### config.mk
export PLATFORM = sky130hd
export DESIGN_NAME = shift64_seq
export DESIGN_NICKNAME = d
export VERILOG_FILES = /design/src/rtl/shift64_seq_pkg.sv /design/src/rtl/shift64_seq.sv
export SDC_FILE = /design/constraint.sdc
export NUM_CORES = 1
export LEC_CHECK = 0
export CAP_MARGIN = 15
export CORE_ASPECT_RATIO = 1.2
export CORE_MARGIN = 10
export CORE_UTILIZATION = 35
export DETAILED_ROUTE_END_ITERATION = 12
export GPL_TIMING_DRIVEN = 0
export SYNTH_ARGS = -nofsm -noshare
export SYNTH_HDL_FRONTEND = slang
export SYNTH_SLANG_ARGS = --single-unit
### constraint.sdc
create_clock -name clk -period 4.55 [get_ports clk]
set_clock_uncertainty 0.2 [all_clocks]
set_input_delay 0.455 -clock clk [delete_from_list [all_inputs] [get_ports clk]]
set_output_delay 0.455 -clock clk [all_outputs]
set_load 0.05 [all_outputs]
### src/rtl/shift64_seq_pkg.sv
// Shared definitions for the 64-bit shift sequencer.
// Contents:
//   SQ_DW / SQ_AW / SQ_NW : data word, 64-bit amount and shifter amount widths
//   SH_LEFT/SH_LRIGHT/SH_ARIGHT : shifter control encodings (Shiftctr)
//   sq_state_t            : sequencer state encoding
//   pass_t / pass_plan()  : what the external shifter is fed in a given pass
package shift64_seq_pkg;

    localparam int SQ_DW = 32;
    localparam int SQ_AW = 6;
    localparam int SQ_NW = 5;

    localparam logic [1:0] SH_LEFT   = 2'b00;
    localparam logic [1:0] SH_LRIGHT = 2'b10;
    localparam logic [1:0] SH_ARIGHT = 2'b11;

    typedef enum logic [2:0] {
        SQ_IDLE = 3'd0,
        SQ_P0   = 3'd1,
        SQ_P1   = 3'd2,
        SQ_P2   = 3'd3,
        SQ_DONE = 3'd4
    } sq_state_t;

    // One shifter pass: operand, amount, control, and which accumulator
    // word the result is ORed into.
    typedef struct packed {
        logic [SQ_DW-1:0] indata;
        logic [SQ_NW-1:0] num;
        logic [1:0]       ctr;
        logic             to_hi;
    } pass_t;

    // Pass plan for a {hi,lo} shift by amt.
    //   amt >= 32 : single pass by k = amt-32 moving one word across.
    //   amt 1..31 : three passes; the word crossing the 32-bit boundary is
    //               produced by shifting the opposite way by m = 32-n.
    // States without a pass return all zeros so the shifter sees 0.
    function automatic pass_t pass_plan(input sq_state_t        st,
                                        input logic [1:0]       op,
                                        input logic [SQ_AW-1:0] amt,
                                        input logic [SQ_DW-1:0] hi,
                                        input logic [SQ_DW-1:0] lo);
        pass_t            p;
        logic             is_left;
        logic             wide;
        logic [SQ_NW-1:0] n;
        logic [SQ_NW-1:0] m;
        is_left = ~op[1];
        wide    = amt[SQ_AW-1];
        n       = amt[SQ_NW-1:0];
        // 32-n wraps correctly in 5 bits because n is never 0 here.
        m       = 5'd0 - n;
        p       = '0;
        case (st)
            SQ_P0: begin
                p.indata = (wide && is_left) ? lo : hi;
                p.num    = n;
                p.ctr    = is_left ? SH_LEFT : op;
                p.to_hi  = wide ? is_left : 1'b1;
            end
            SQ_P1: begin
                p.indata = is_left ? lo : hi;
                p.num    = m;
                p.ctr    = is_left ? SH_LRIGHT : SH_LEFT;
                p.to_hi  = is_left;
            end
            SQ_P2: begin
                p.indata = lo;
                p.num    = n;
                p.ctr    = is_left ? SH_LEFT : SH_LRIGHT;
                p.to_hi  = 1'b0;
            end
            default: p = '0;
        endcase
        return p;
    endfunction

endpackage

### src/rtl/shift64_seq.sv
// 64-bit {hi,lo} shift sequencer. Time-multiplexes the pipeline's external
// 32-bit combinational barrel shifter over 1-3 passes and ORs the partial
// results into hi/lo accumulators.
// Ports:
//   clk, rst_n            clock, asynchronous active-low reset
//   flush                 synchronous abort of any request / pending response
//   req_valid/req_ready   request handshake; req_op, req_amt, req_hi, req_lo
//   resp_valid/resp_ready response handshake; resp_hi, resp_lo
//   sh_indata/sh_num/sh_ctr  drive the external shifter
//   sh_result             combinational result from the external shifter
//   state_dbg             current sequencer state (observation only)
// Handshake: a transfer happens on a rising edge where valid and ready are
// both high. req_ready is high only in IDLE. resp_valid is high only in DONE
// and stays high with stable resp_hi/resp_lo until resp_ready is seen.
module shift64_seq
    import shift64_seq_pkg::*;
#(
    parameter int DW = SQ_DW,
    parameter int AW = SQ_AW
) (
    input  logic            clk,
    input  logic            rst_n,
    input  logic            flush,
    input  logic            req_valid,
    output logic            req_ready,
    input  logic [1:0]      req_op,
    input  logic [AW-1:0]   req_amt,
    input  logic [DW-1:0]   req_hi,
    input  logic [DW-1:0]   req_lo,
    output logic            resp_valid,
    input  logic            resp_ready,
    output logic [DW-1:0]   resp_hi,
    output logic [DW-1:0]   resp_lo,
    output logic [DW-1:0]   sh_indata,
    output logic [SQ_NW-1:0] sh_num,
    output logic [1:0]      sh_ctr,
    input  logic [DW-1:0]   sh_result,
    output sq_state_t       state_dbg
);

    sq_state_t       state;
    sq_state_t       state_nxt;
    logic [1:0]      op_q;
    logic [AW-1:0]   amt_q;
    logic [DW-1:0]   hi_q;
    logic [DW-1:0]   lo_q;
    logic [DW-1:0]   acc_hi;
    logic [DW-1:0]   acc_lo;
    pass_t           plan;

    assign plan = pass_plan(state, op_q, amt_q, hi_q, lo_q);

    // State register
    always_ff @(posedge clk or negedge rst_n) begin
        if (!rst_n) begin
            state <= SQ_IDLE;
        end else begin
            state <= state_nxt;
        end
    end

    // Next-state logic; flush overrides everything, including acceptance.
    always_comb begin
        state_nxt = state;
        if (flush) begin
            state_nxt = SQ_IDLE;
        end else begin
            case (state)
                SQ_IDLE: if (req_valid) state_nxt = (req_amt == '0) ? SQ_DONE : SQ_P0;
                SQ_P0:   state_nxt = amt_q[AW-1] ? SQ_DONE : SQ_P1;
                SQ_P1:   state_nxt = SQ_P2;
                SQ_P2:   state_nxt = SQ_DONE;
                SQ_DONE: if (resp_ready) state_nxt = SQ_IDLE;
                default: state_nxt = SQ_IDLE;
            endcase
        end
    end

    // Outputs
    always_comb begin
        req_ready  = (state == SQ_IDLE);
        resp_valid = (state == SQ_DONE);
        resp_hi    = acc_hi;
        resp_lo    = acc_lo;
        sh_indata  = plan.indata;
        sh_num     = plan.num;
        sh_ctr     = plan.ctr;
        state_dbg  = state;
    end

    // Request capture and accumulation. A zero-amount request loads the
    // operand straight into the accumulators; otherwise they start cleared
    // and each pass ORs its result into the word chosen by the plan.
    always_ff @(posedge clk or negedge rst_n) begin
        if (!rst_n) begin
            op_q   <= '0;
            amt_q  <= '0;
            hi_q   <= '0;
            lo_q   <= '0;
            acc_hi <= '0;
            acc_lo <= '0;
        end else if (!flush) begin
            if (state == SQ_IDLE && req_valid) begin
                op_q   <= req_op;
                amt_q  <= req_amt;
                hi_q   <= req_hi;
                lo_q   <= req_lo;
                acc_hi <= (req_amt == '0) ? req_hi : '0;
                acc_lo <= (req_amt == '0) ? req_lo : '0;
            end else if (state == SQ_P0 || state == SQ_P1 || state == SQ_P2) begin
                if (plan.to_hi) begin
                    acc_hi <= acc_hi | sh_result;
                end else begin
                    acc_lo <= acc_lo | sh_result;
                end
                // Arithmetic right by 32..63 fills the upper word with the sign.
                if (state == SQ_P0 && amt_q[AW-1] && op_q == SH_ARIGHT) begin
                    acc_hi <= {DW{hi_q[DW-1]}};
                end
            end
        end
    end

endmodule

==> impl_metrics.ini <==
[drt]
drc = 0
drt-total-wl_mm = 29.99
vias_per_cell = 5.434
postRouteAntennaNets = 0
wire_per_inst_um = 22.65
dr.pass1.iters = 5
vias = 7194
drtIter0Drc = 518

[setup_path]
critical_path.top_delay_family = buffers and inverters
required_ps = 3890
cp_cell_sequence = buf_2, buf_1, nand3_1, a21oi_1, clkbuf_2, a22o_1, clkdlybuf4s50_1
crit_fanout = 10
start_kind = flip-flop
path_buf_inv = 4
slowest_stage = clkdlybuf4s50_1
cp_slowest_stage_delay_ps = 810
critPathKind = flip-flop to output port
end_kind = output port
cp.arrival_ps = 3640

[timing]
slew_violations = 0
rsz0062_at_grt = no
finalCritPeriodShare_pct = 94.33
slew_headroom_pct = 39.14
timing.final.crit_period_ps = 4292
worst_pin_slew_ps = 905.3
fmax_ghz = 0.2330
timing.hold.ws_ps = 274.4
hold_viol_final = 0
finalSetupViolCount = 0
final.setup.tns_ps = 0

[clock_tree]
htreeDepth = 4
cts_tree = done
cts-buffers-inserted = 17
cts_buffer_depth = 2
clk_pin_slew_ps = 60
clock_latency_ps = 420
post-cts-setup-buffers = 0
numClockSinks = 139
ctsRootBufferMaster = clkbuf_16

[global_route]
grt_pass1_vias = 7478
grt_max_degree = 79
track_usage_pct = 22.29
grt_pass1_wl_mm = 45.33
grt-ovfl-total = 0
antenna_found_initial = 2

[finish]
layout_commonest_cell = clkdlybuf4s50_1
final_cell_mix = 215 x clkdlybuf4s50_1, 211 x nand2_1, 139 x dfrtp_1
nets = 1156
stdcell_count = 1324
antenna-diode-count = 0
area_delta_synth_final_pct = 44.49
drive_gt1_share_pct = 8.499
final_core_util_pct = 51.24

[floorplanning]
rows = 57
dieArea_um2 = 26680
core-area_um2 = 20250
start_util_pct = 35.46
die-width_um = 150.8
die_h_um = 176.9
io_pins = 217

[run_status]
status = finished clean

[yosys]
ys_dominant_reg_cell = dfrtp_1
syn-num-nets = 919
synth-async-reset-ratio_pct = 100.0
syn_inst = 809
yosys_warnings = 0
ys_types = 34
ys_seq_area_share_pct = 48.42
syn_area_um2 = 7183
ys_seq_elements = 139
synth_edf_count = 0
avgSynthCellArea_um2 = 8.879

[placement]
dp_hpwl_mm = 21.33
port_buffers = 216
dp_cells = 1291
globalplace.congestion = 0.8515

[pwr]
p_per_area_nw_per_um2 = 540.2
irDropWorstVdd_mv = 0.2873
p_leak_nw = 4.785

[hold_path]
min_path_type = flip-flop to flip-flop

[run]
drv_cap = 0
## through the flow
stage	area [µm²]	power, W	worst slack, ps
after floorplan	7183	0.003174	1576
after global placement	9677	0.004048	-3216
after detailed placement	9706	0.004069	435.2
after CTS	10370	0.005650	3.070
after global routing	10380	0.005867	103.1
final	10380	0.005606	258.0
## repair_timing
action	in CTS	in global routing
endpoints found under the hold margin	77	0
hold buffers	1	0
endpoints found under the setup margin	8	30
resized for setup	1	10
## per-layer routing
metal	GRT usage, %	part of all wire [%]
met2	36.85	49
met5	0	0.040
met1	28.07	42
met4	6.867	1.8
met3	5.347	7.0
## synth_stat cells (2+ instances only)
cell type	number	share of area [%]
a21oi_1	70	4.9
a22o_1	33	4.0
a22oi_1	5	0.52
and2_1	2	0.17
buf_1	6	0.31
buf_2	12	0.84
buf_6	4	0.63
clkbuf_1	52	2.7
dfrtp_1	139	48
inv_1	37	1.9
mux2_2	2	0.31
nand2_1	211	11
nand3_1	5	0.35
nand3_2	30	4.2
nand4_1	32	2.8
nor2_1	45	2.4
nor2b_1	2	0.17
nor3_1	9	0.63
o211a_1	32	4.5
o211ai_1	32	3.3
o21ai_0	5	0.35
o221ai_1	32	3.9
## cell families after synthesis
kind of cell | share of synthesized area, %
flops | 48.42
fa+ha+maj | 0.1742
simple gates | 22.71
mux | 0.3135
buf+inv | 6.427
compound gates | 21.95
## path summary, 6_finish.rpt
kind                                                from                       to  slack (ps)  cells after the start
worst max-delay path            state_dbg[1]$_DFFE_PN0P_            sh_indata[30]         260                      7
worst min-delay path                hi_q[30]$_DFFE_PN0P_     hi_q[30]$_DFFE_PN0P_         270                      2
worst max register to register  state_dbg[1]$_DFFE_PN0P_  resp_lo[19]$_DFFE_PN0P_        1780                      6
worst min register to register      hi_q[30]$_DFFE_PN0P_     hi_q[30]$_DFFE_PN0P_         270                      2
max in group asynchronous                          rst_n  resp_hi[23]$_DFFE_PN0P_        2900                      3
min in group asynchronous                          rst_n   resp_lo[7]$_DFFE_PN0P_         440                      2
## worst min-delay path: stages, from the launching register on
cell and delay (ps):
dfrtp_1 340, nand2_1 50, nand2_1 60
## power breakdown
part	internal [W]	switching, W	leakage, nW
logic	0.000778	0.00150	2.75
registers	0.00156	0.000208	1.72
clock network	0.000993	0.000571	0.311
## sequential cells by signal (all words and copies together), names as in the netlist
name / count
amt_q: 6
hi_q: 32
lo_q: 32
op_q: 2
resp_hi: 32
resp_lo: 32
state_dbg: 3
## layout make-up
cell class | count | area (µm²)
fillers | 2023 | 9876
flip-flops and latches | 139 | 3478
multi-input cells | 559 | 3243
repair buffers | 218 | 2201
clock buffers | 19 | 442.9
well taps | 265 | 331.6
plain buffers | 74 | 330.3
clock inverters | 13 | 212.7
inverters | 37 | 138.9
(Power assumes the default switching activity.)
